[src/rtl/pipe_stage_reg_pkg.sv]
// Shared definitions for the inter-stage pipeline register: default widths,
// slot-select FSM encoding and the occupancy helper.
package pipe_stage_reg_pkg;

    localparam int PIPE_DATA_W = 64;
    localparam int PIPE_CTRL_W = 24;
    localparam int PIPE_CNT_W  = 2;

    typedef enum logic [1:0] {
        ST_EMPTY = 2'd0,
        ST_ONE   = 2'd1,
        ST_TWO   = 2'd2
    } slot_state_e;

    function automatic logic [1:0] occupancy(input logic head_valid, input logic skid_valid);
        return {1'b0, head_valid} + {1'b0, skid_valid};
    endfunction

endpackage

[src/rtl/pipe_stage_reg_slot.sv]
// One holding slot of the stage register: valid flag plus payload and control
// word, loaded or invalidated on the falling clock edge.
module pipe_stage_reg_slot
    import pipe_stage_reg_pkg::*;
#(
    parameter int DATA_W = PIPE_DATA_W,
    parameter int CTRL_W = PIPE_CTRL_W
) (
    input  logic              clk,
    input  logic              rst_n,
    input  logic              load,
    input  logic              clear,
    input  logic [DATA_W-1:0] wr_data,
    input  logic [CTRL_W-1:0] wr_ctrl,
    output logic              valid,
    output logic [DATA_W-1:0] data,
    output logic [CTRL_W-1:0] ctrl
);

    // Clearing drops only the valid flag so the payload stays on the bus.
    always_ff @(negedge clk or negedge rst_n) begin
        if (!rst_n) begin
            valid <= 1'b0;
            data  <= '0;
            ctrl  <= '0;
        end else if (load) begin
            valid <= 1'b1;
            data  <= wr_data;
            ctrl  <= wr_ctrl;
        end else if (clear) begin
            valid <= 1'b0;
        end
    end

endmodule

[src/rtl/pipe_stage_reg.sv]
// Inter-stage pipeline register with valid/ready handshake, 2-entry skid,
// flush and a shadow-squash counter that swallows in-flight beats.
module pipe_stage_reg
    import pipe_stage_reg_pkg::*;
#(
    parameter int                DATA_W   = PIPE_DATA_W,
    parameter int                CTRL_W   = PIPE_CTRL_W,
    parameter logic [CTRL_W-1:0] NOP_CTRL = '0,
    parameter int                CNT_W    = PIPE_CNT_W
) (
    input  logic              Clk,
    input  logic              Rst_n,
    input  logic              InValid,
    output logic              InReady,
    input  logic [DATA_W-1:0] InData,
    input  logic [CTRL_W-1:0] InCtrl,
    output logic              OutValid,
    input  logic              OutReady,
    output logic [DATA_W-1:0] OutData,
    output logic [CTRL_W-1:0] OutCtrl,
    input  logic              Flush,
    input  logic [CNT_W-1:0]  FlushNum,
    output logic [1:0]        Occupancy
);

    slot_state_e       state, state_nxt;
    logic [CNT_W-1:0]  squash_cnt;
    logic              accept, emit, squash, store;
    logic              head_load, head_clear, head_from_skid;
    logic              skid_load, skid_clear;
    logic              head_valid, skid_valid;
    logic [DATA_W-1:0] head_data, skid_data, head_wr_data;
    logic [CTRL_W-1:0] head_ctrl, skid_ctrl, head_wr_ctrl;

    assign accept = InValid & InReady;
    assign emit   = head_valid & OutReady;
    assign squash = |squash_cnt;
    assign store  = accept & ~squash;

    always_comb begin
        state_nxt      = state;
        head_load      = 1'b0;
        head_clear     = 1'b0;
        head_from_skid = 1'b0;
        skid_load      = 1'b0;
        skid_clear     = 1'b0;
        if (Flush) begin
            head_clear = 1'b1;
            skid_clear = 1'b1;
            state_nxt  = ST_EMPTY;
        end else begin
            case (state)
                ST_EMPTY: begin
                    if (store) begin
                        head_load = 1'b1;
                        state_nxt = ST_ONE;
                    end
                end
                ST_ONE: begin
                    if (emit && store) begin
                        head_load = 1'b1;
                    end else if (emit) begin
                        head_clear = 1'b1;
                        state_nxt  = ST_EMPTY;
                    end else if (store) begin
                        skid_load = 1'b1;
                        state_nxt = ST_TWO;
                    end
                end
                ST_TWO: begin
                    if (emit) begin
                        head_load      = 1'b1;
                        head_from_skid = 1'b1;
                        skid_clear     = 1'b1;
                        state_nxt      = ST_ONE;
                    end
                end
                default: state_nxt = ST_EMPTY;
            endcase
        end
    end

    assign head_wr_data = head_from_skid ? skid_data : InData;
    assign head_wr_ctrl = head_from_skid ? skid_ctrl : InCtrl;

    // A flush reloads the counter outright; squashing only decrements when non-zero.
    always_ff @(negedge Clk or negedge Rst_n) begin
        if (!Rst_n) begin
            state      <= ST_EMPTY;
            squash_cnt <= '0;
        end else begin
            state <= state_nxt;
            if (Flush)
                squash_cnt <= FlushNum;
            else if (accept && squash)
                squash_cnt <= squash_cnt - 1'b1;
        end
    end

    pipe_stage_reg_slot #(.DATA_W(DATA_W), .CTRL_W(CTRL_W)) u_head (
        .clk     (Clk),
        .rst_n   (Rst_n),
        .load    (head_load),
        .clear   (head_clear),
        .wr_data (head_wr_data),
        .wr_ctrl (head_wr_ctrl),
        .valid   (head_valid),
        .data    (head_data),
        .ctrl    (head_ctrl)
    );

    pipe_stage_reg_slot #(.DATA_W(DATA_W), .CTRL_W(CTRL_W)) u_skid (
        .clk     (Clk),
        .rst_n   (Rst_n),
        .load    (skid_load),
        .clear   (skid_clear),
        .wr_data (InData),
        .wr_ctrl (InCtrl),
        .valid   (skid_valid),
        .data    (skid_data),
        .ctrl    (skid_ctrl)
    );

    // Ready and occupancy come straight from slot flops: no input-to-ready path.
    assign InReady   = ~skid_valid;
    assign Occupancy = occupancy(head_valid, skid_valid);
    assign OutValid  = head_valid;
    assign OutData   = head_data;
    assign OutCtrl   = head_valid ? head_ctrl : NOP_CTRL;

endmodule

[config.mk]
export PLATFORM = sky130hd
export DESIGN_NAME = pipe_stage_reg
export DESIGN_NICKNAME = d
export VERILOG_FILES = /design/src/rtl/pipe_stage_reg_pkg.sv /design/src/rtl/pipe_stage_reg_slot.sv /design/src/rtl/pipe_stage_reg.sv
export SDC_FILE = /design/constraint.sdc
export NUM_CORES = 1
export LEC_CHECK = 0
export ABC_AREA = 1
export CAP_MARGIN = 25
export CORE_ASPECT_RATIO = 0.9
export CORE_MARGIN = 2
export CORE_UTILIZATION = 57
export CTS_BUF_LIST = sky130_fd_sc_hd__clkbuf_2
export DETAILED_ROUTE_END_ITERATION = 10
export PLACE_DENSITY = 0.92
export SYNTH_ARGS = -nofsm -noshare
export SYNTH_HDL_FRONTEND = slang
export SYNTH_SLANG_ARGS = --single-unit
[constraint.sdc]
create_clock -name Clk -period 4 [get_ports Clk]
set_input_delay 0.8 -clock Clk [delete_from_list [all_inputs] [get_ports Clk]]
set_output_delay 0.8 -clock Clk [all_outputs]
set_load 0.03 [all_outputs]
# == Word level (Yosys, flattened, before mapping) ==
# Cells that the tools add are included.
# op_classes
n_eq_ne,6
mux,31
bitwise,5
addsub,2
reduce_logical,8
# op_table
operator,count
64-bit 2-to-1 mux,1
24-bit 2-to-1 mux,2
1-bit 2-to-1 mux,18
2-bit 2-to-1 mux,8
"3-bit inequality test, second input constant",3
2-bit one-hot mux with 3 select lines,1
2-bit nonzero test,3
"4-bit inequality test, second input constant",1
4-bit AND reduction,1
1-bit bitwise AND,3
1-bit one-hot mux with 3 select lines,1
1-bit by 1-bit adder with 2-bit output,1
"2-bit by 1-bit equality test with 1-bit output, second input constant",1
"2-bit equality test, second input constant",1
1-bit logical AND,2
2-bit logical NOT,1
1-bit NOT,2
2-bit OR reduction,1
"2-bit by 1-bit subtractor with 2-bit output, second input constant",1
# word_totals
out_inout_bits,92
elab_cells,60
in_bits,95
register_bits,182

# == Longest topological paths before layout ==
# logic_depth
ltp_word,9
mapped_depth,10
ltp_nobuf,9

# == Cells and area by module ==
# Synthesis repeated with hierarchy kept, for this count alone.
# hier_totals
cells_unflattened,1145
area_unflattened_um2,8478.1
# modules_own_cells
module,cells_per_inst,seq_area_each_um2,n_inst,area_each_um2
pipe_stage_reg_slot,376,2227.1,2,3360.7
pipe_stage_reg,393,100.1,1,1756.7

==> results.yml <==
route:
  first_iter_violations: 591
  drc: 0
  ant_nets: 0
  wl_um: 24250
  routedWlPerCell_um: 15.40
  via_count: 8439
  via_per_inst: 5.358
  drtPass1Iterations: 6
synth:
  synth_top_area_share: 0.5207
  synth_xor_area_frac: 0
  synth_enable_flop_cells: 0
  avgSynthCellArea_um2: 7.633
  synth_fp_nets: 1243
  yosysSeqAreaShare: 0.5207
  synth-async-reset-ratio: 1.000
  ys_ff_latch: 182
  yosys.area_share.simple: 0.3131
  yosysTopAreaCell: "dfrtn_1"
  yosys_warnings: 0
  yosys-top-cells-count: "470 x nand2_1, 182 x dfrtn_1, 179 x nand3_1"
  synth_top_family_by_area: "simple AND/OR/NAND/NOR gates"
  synthMuxAreaShare: 0
  synth_area_um2: 8747
  yosysMostFrequentCell: "nand2_1"
  yosysUniqueCellTypes: 25
  synthFlopType: "dfrtn_1"
  synthTopCellsByArea: "dfrtn_1 52%, nand2_1 20%, nand3_1 10%"
  synthCells: 1146
  synth-adder-area-share: 0.002861
  synth_compound_area_frac: 0.05893
timing:
  fin_ws_ns: -0.4732
  clock_skew_ns: 0.02775
  finalSetupTns_ns: -13.97
  setup_viol: 92
  rsz0062_at_grt: "yes"
  worstMarginPinSlew_ns: 0.6056
  slew_headroom: 0.5962
  drv_slew: 0
  hold_viol_final: 0
  hold_ws_ns: 0.4359
global_route:
  grt_max_degree: 56
  antenna_found_initial: 1
  grt_pass1_vias: 8122
  overflow: 0
  grt_pass1_wl_um: 38740
  grt_usage: 0.2989
layout:
  instances_no_fill: 1575
  fin_util: 0.7910
  final_nets: 1462
  syn_to_final_growth_pct: 34.49
  drive_gt1_frac: 0.1890
  final_cell_area_um2: 11760
power:
  irDropWorstVdd_mv: 0.4720
  power_density_nw_per_um2: 633.3
  power_mw: 7.450
  leakage_nw: 6.558
setup_path:
  r2r_slack_ns: 2.03
  cp.arrival_ns: 3.67
  timing.rr.end: "u_head.data[2]$_DFFE_NN0P_"
  end_kind: "output port"
  r2r_cells: 11
  reg2reg_from: "u_head.valid$_DFFE_NN0P_"
  worst-path-max-fanout: 7
  crit_type: "flip-flop to output port"
  start_kind: "flip-flop"
  worst_ep_required_time_ns: 3.20
floorplanning:
  die_area_um2: 16350
  fp.dieW_um: 134.6
  core_area_um2: 14870
  rows: 42
  start_util: 0.5882
  die_y_um: 121.5
  ios: 187
place:
  post_dp_cell_area_um2: 10900
  post-dp-hpwl_um: 15020
  io_buffer_count: 186
  place_congestion: 0.8303
  dpl_worst_slack_ns: -0.4350
  placed_cells: 1492
run_status:
  status: "finished with violations"
  violations: "negative setup slack"
clock_network:
  cts_root_buf: "clkbuf_2"
  cts_tree: "built"
  clk_pin_slew_ns: 0.14
  cts_inserted_buffers: 17
  htreeDepth: 4
  clk_latency_ns: 0.62
  cts_buffer_depth: 2
  cts.sinks: 182
job:
  max-cap-violations: 0
hold_path:
  hold_depth: 2
  min_to: "u_skid.ctrl[1]$_DFFE_NN0P_"
  min_from: "u_skid.ctrl[1]$_DFFE_NN0P_"
  min_path_type: "flip-flop to flip-flop"
[repair_timing]
action | in CTS | in global routing
buffers inserted | 28 | 22
resized for setup | 475 | 16
endpoints found under the setup margin | 92 | 92
cloned | 2 | 1
hold buffers | 0 | 0
[final cells by class]
class | instances | area [um^2]
sequential | 182 | 4554
multi-input combinational | 764 | 3376
fill | 967 | 3108
timing repair buffer | 279 | 2923
inverter | 121 | 456.7
tap | 198 | 247.7
clock inverter | 12 | 113.9
clock buffer | 18 | 90.09
antenna | 1 | 2.502
[cell families after synthesis]
group / after synthesis
and+or+nand+nor: 661
AOI/OAI and AO/OA: 101
buffers and inverters: 200
DFF: 182
adders and majority gates: 2
[routing by layer]
layer  track usage  routed length [um]  part of all wire
met3       0.06558                1885             0.078
met5             0                   0                 0
met4        0.1053                 565             0.023
met1        0.3771                9715              0.40
met2        0.5128               12090              0.50
[critical path, stage by stage (launching register included)]
cell     delay [ns]
dfrtn_1        0.52
buf_6          0.16
buf_12         0.14
nand2_2        0.07
inv_2          0.06
buf_6          0.12
[cell usage in the layout (no fill, tap or decap), types with 19 or more instances in the layout]
master             n
nand2_1          457
dfrtn_1          182
nand3_1          179
inv_1             96
clkdlybuf4s50_1   93
buf_6             90
o21ai_0           82
buf_4             76
inv_2             24
buf_12            19
[power breakdown]
group | internal (mW) | switching, mW
Sequential | 2.77 | 0.596
Clock | 0.272 | 0.606
Combinational | 1.49 | 1.71
Total | 4.54 | 2.91
[sequential cells by signal, indices dropped and copies added (netlist names)]
signal        count
u_skid.ctrl      24
u_skid.data      64
squash_cnt        2
u_head.ctrl      24
u_head.data      64
u_skid.valid      1
state             2
u_head.valid      1
[how the worst max path moves through the flow]
stage	from	end	slack [ns]	depth (start not counted)
detailed placement	OutReady	u_skid.data[7]$_DFFE_NN0P_	-0.44	7
global placement	OutReady	u_skid.ctrl[13]$_DFFE_NN0P_	-0.37	7
global route	u_head.valid$_DFFE_NN0P_	OutCtrl[12]	-0.63	5
CTS	u_head.valid$_DFFE_NN0P_	OutCtrl[16]	-0.49	5
finish	u_head.valid$_DFFE_NN0P_	OutCtrl[12]	-0.47	5
floorplan	u_head.valid$_DFFE_NN0P_	OutCtrl[0]	0.05	4
(Power assumes the default switching activity.)
==> patch 1 (config.mk and constraints unchanged) <==
Set the package constant `PIPE_CTRL_W` to 48 (it was 24).
--- a/src/rtl/pipe_stage_reg_pkg.sv
+++ b/src/rtl/pipe_stage_reg_pkg.sv
@@ -3,7 +3,7 @@
 package pipe_stage_reg_pkg;
 
     localparam int PIPE_DATA_W = 64;
-    localparam int PIPE_CTRL_W = 24;
+    localparam int PIPE_CTRL_W = 48;
     localparam int PIPE_CNT_W  = 2;
 
     typedef enum logic [1:0] {
Ports: changed (resized InCtrl and OutCtrl); port bits go from 187 to 235. No check against the original RTL was run, so the function may have changed too.
==> patch 1 against the unedited design <==
- sequential share of layout area rose by 0.26 points
- synthesized area grew 25%
- global-route usage grew 0.66 points
- final area increased by 26%
- largest power group unchanged
- routed wire length rose by 28%
- count of clock-buffer cells in the layout up 55
- the flow still finishes with violations (negative setup slack)
- critical endpoint is now OutCtrl[13]
- utilization increased by 0.36 points
- sequential cell count is 48 higher
- combinational power increased by 21%
- critical path depth increased by 1
- worst setup slack worse by 100 ps
- total power is 29% higher
==> patch 1: results <==
[finish]
sh_seq_area_pct = 39.0
n_all_buffers = 321
clkbuf_count = 73
multi_input_area_share_pct = 28.8
multiInputCombCellCount = 988
fin_nets = 1885
clk_share_pct = 2.96
nNonClkInverters = 167
fill_cells = 1138
final_layout_size_suffix_gt1_share_pct = 19.4
bufAreaShareNonClock_pct = 22.9

[yosys]
synth_seq_area_share_pct = 52.8
synth_common_cells = "nand2_1 (738), dfrtn_1 (230), inv_1 (162), nand3_1 (117), o21ai_1 (112)"
synthTopCellsByArea = "dfrtn_1 (53%), nand2_1 (25%), inv_1 (5.6%)"
syn-num-nets = 1597

[placement]
port_buffers = 234
place_hpwl_mm = 19.3

[routing]
wl_met1_mm = 12.4
wl_per_cell_um = 15.1
drtIter0Drc = 765
wl_met3_mm = 2.73
vias = 10600

[worst_setup_path]
cp_slowest_stage_delay_ps = 430
endpoint = "OutCtrl[13]"
r2r_cells = 10
cp_max_fo = 5
reg2reg_to = "u_head.data[48]"
r2r_slack_ps = 2120
critPathArrivalTime_ps = 3770

[cts]
cts_inserted_buffers = 56
clkLatencyLatePin_ps = 730
cts_setup_buffers = 15
h-tree-depth = 2
clk_pin_slew_ps = 70
clockBufferDepth = 3
cts_resized = 522

[hold_path]
min_to = "u_skid.ctrl[0]"
hp-start = "u_skid.ctrl[0]"

[power]
pg_seq_mw = 4.29
p_total_mw = 9.60
p_leak_nw = 8.53
peakVddDrop_mv = 0.559

[run_status]
violations = "negative setup slack"
status = "complete, but fails checks"

[sta]
setup_viol = 116
final.setup.tns_ps = -32670
fin_ws_ps = -574

[global_routing]
gr-usage-met2_pct = 49.8
grt_max_degree = 58
grtUsageMet3_pct = 7.58
use_met1_pct = 39.2
grt.total_usage_pct = 30.6
grt_pass1_wl_mm = 50.0
## patch 1: cell types whose count changed in the layout (fill, tap and decap cells not counted), sizes merged, moves of 8 or more
cell	unedited run	this run
nand2	472	740
o21ai	93	118
clkinv	9	17
dfrtn	182	230
inv	121	169
buf	186	203
clkdlybuf4s50	93	117
clkbuf	18	74
nand3	181	119
## patch 1: logic make-up (layout without fill, tap and decap cells)
family | Yosys count | count (layout) | share of synthesized area, %
simple gates | 866 | 866 | 31.5
buf+inv | 258 | 580 | 9.98
flops | 230 | 230 | 52.8
compound gates | 120 | 120 | 5.55
fa+ha+maj | 2 | 2 | 0.229
other cells | 0 | 1 | 0
## patch 1: per-stage QoR
step                      hold slack (ps)  instances  setup WS (ps)  cell area (sq um)
final                                 435       2044           -574              14800
after global routing                  457       2044           -668              14800
after CTS                             441       2033           -598              14600
after detailed placement              439       1924           -525              13700
after global placement                431       1924           -440              13700
after floorplan                       419       1476          -87.8              10900
==> patch 2 (config.mk and constraints unchanged) <==
Made on the original files. Reset style: synchronous (`Rst_n` and `rst_n`), changed in 2 clocked blocks.
--- a/src/rtl/pipe_stage_reg_slot.sv
+++ b/src/rtl/pipe_stage_reg_slot.sv
@@ -18,7 +18,7 @@
 );
 
     // Clearing drops only the valid flag so the payload stays on the bus.
-    always_ff @(negedge clk or negedge rst_n) begin
+    always_ff @(negedge clk) begin
         if (!rst_n) begin
             valid <= 1'b0;
             data  <= '0;
--- a/src/rtl/pipe_stage_reg.sv
+++ b/src/rtl/pipe_stage_reg.sv
@@ -84,7 +84,7 @@
     assign head_wr_ctrl = head_from_skid ? skid_ctrl : InCtrl;
 
     // A flush reloads the counter outright; squashing only decrements when non-zero.
-    always_ff @(negedge Clk or negedge Rst_n) begin
+    always_ff @(negedge Clk) begin
         if (!Rst_n) begin
             state      <= ST_EMPTY;
             squash_cnt <= '0;
Function: differs if Rst_n is asserted again (counterexample within 4 cycles, from zero or initial values and one cycle with Rst_n low); with Rst_n held inactive, the same outputs for 4 cycles.
==> patch 2 against the unedited design <==
- the flow still finishes with violations (negative setup slack)
- final area is 9.8% higher
- global-route usage is 0.11 points higher
- utilization is 0.13 points higher
- synthesized area is 9.3% higher
- worst setup slack better by 51 ps
- sequential cell count stayed put
- register-to-register slack better by 200 ps
- routed wire length is 13% higher
- largest cell class is now multi-input gates
- cell count is 38% higher
Power is not compared: it rests on default switching activity, and its combinational part moved more than twofold at a synthesized area within 25%.
==> patch 2: results <==
[sta]
fin_ws_ps = -423
setup_viol = 82
max_slew_margin_pct = 67.4
clock_skew_ps = 75.9
whs_ps = 458

[run_status]
status = "complete, but fails checks"
violations = "negative setup slack"

[placement]
gp_congestion = 0.869
place_hpwl_mm = 16.2
place_area_sq_mm = 0.0117
port_buffers = 186
dp_cells = 1947
pre_cts_ws_ps = -399

[routing]
drtPass1Iterations = 6
wl_per_cell_um = 12.7
drtIter0Drc = 919
via_per_inst = 4.98

[cts]
clk_pin_slew_ps = 60
clkLatencyLatePin_ps = 800
h-tree-depth = 4
cts_inserted_buffers = 17
root_buffer = "clkbuf_2"
clockBufferDepth = 2

[global_routing]
grt_pass1_wl_mm = 44.0
antenna_found_initial = 1
grt.total_usage_pct = 30.0
grt_pass1_vias = 10400
grt_max_degree = 83

[worst_setup_path]
r2r_slack_ps = 2230
cp_slowest_cell = "dfxtp_4"
critPathArrivalTime_ps = 3620
cp_max_fo = 4
cp_slowest_stage_delay_ps = 370
path_delay_family = "flip-flops"
crit_start = "u_head.valid"

[yosys]
synth_common_cells = "nand2_1 (474), inv_1 (383), dfxtp_1 (182), nor2_1 (182), nand3_1 (178)"
async_flop_share_pct = 0
synth.distinct_cells = 20
ys_warn_count = 0
synthTopCellsByArea = "dfxtp_1 (38%), nand2_1 (19%), inv_1 (15%)"
synthCells = 1613
syn-num-nets = 1710
ys.flop_type = "dfxtp_1"
synth_seq_area_share_pct = 38.1

[finish]
top_regs = "u_head.data (64), u_skid.data (64)"
instances_no_fill = 2168
final_layout_size_suffix_gt1_share_pct = 13.1
fin_nets = 2044

[power]
peakVddDrop_mv = 0.309
p_leak_nw = 7.20

[hold_path]
hold_class = "register to register"
hp-start = "u_skid.data[11]"

[job]
cap_violations = 0
## patch 2: cell types whose count changed after synthesis, sizes merged, moves of 5 or more
cell,delta
a21oi,+90
clkbuf,+8
o21ai,-88
dfxtp,+182
buf,+9
inv,+267
nor2,+178
dfrtn,-182
nand2,+5
## patch 2: where the power goes
| part | total (mW) | internal, mW | switching, mW |
|---|---|---|---|
| combinational | 0.807 | 0.352 | 0.455 |
| sequential | 1.96 | 1.90 | 0.0571 |
| clock | 1.61 | 0.413 | 1.20 |
## patch 2: final timing paths
| path | to | depth (start not counted) |
|---|---|---|
| worst max-delay path | Occupancy[0] | 3 |
| worst min-delay path | u_skid.data[11] | 2 |
| worst max register to register | u_skid.data[45] | 8 |
| worst min register to register | u_skid.data[11] | 2 |
## patch 2: cells by family (layout without fill, tap and decap cells)
group           count (synthesis)  in the layout  synth area share [%]
compound gates                102            102                  5.34
simple gates                  843            843                  35.9
fa+ha+maj                       2              2                 0.262
flops                         182            182                  38.1
buf+inv                       484            831                  20.4
other cells                     0              1                     0
## patch 2: metal layers
| metal | wire length, um | share of wire (%) | global-route usage, % | up-vias |
|---|---|---|---|---|
| met5 | 0 | 0 | 0 | - |
| met4 | 692 | 2.5 | 16.1 | 0 |
| met3 | 2350 | 8.5 | 9.70 | 63 |
| met2 | 14000 | 51 | 53.2 | 518 |
| met1 | 10500 | 38 | 31.8 | 4853 |
| li1 | - | - | - | 5355 |
## patch 2: area by class of cell
class | instances | area (sq um)
clock buffer | 17 | 85.1
sequential | 182 | 3730
inverter | 387 | 1460
clock inverter | 197 | 783
antenna | 1 | 2.50
tap | 207 | 259
timing repair buffer | 230 | 2580
fill | 1078 | 3380
multi-input combinational | 947 | 4010
## patch 2: what timing repair did
item / in CTS / in global routing
resized for setup: 546 / 10
pin swaps: 0 / 0
setup buffers: 4 / 3
setup endpoints to repair: 92 / 92
cloned: 0 / 0
## patch 2: stage by stage
| step | power (mW) | setup TNS (ps) |
|---|---|---|
| after floorplan | 2.69 | 0 |
| after global placement | 3.00 | -57340 |
| after detailed placement | 3.02 | -61060 |
| after CTS | 4.39 | -16230 |
| after global routing | 4.73 | -21230 |
| final | 4.37 | -10530 |
## patch 2: worst register-to-register path, delay by kind of cell (launching register included)
family          cells  cell delay (ps)
buf+inv             3              580
simple gates        4              570
compound gates      1              170
flops               1              370
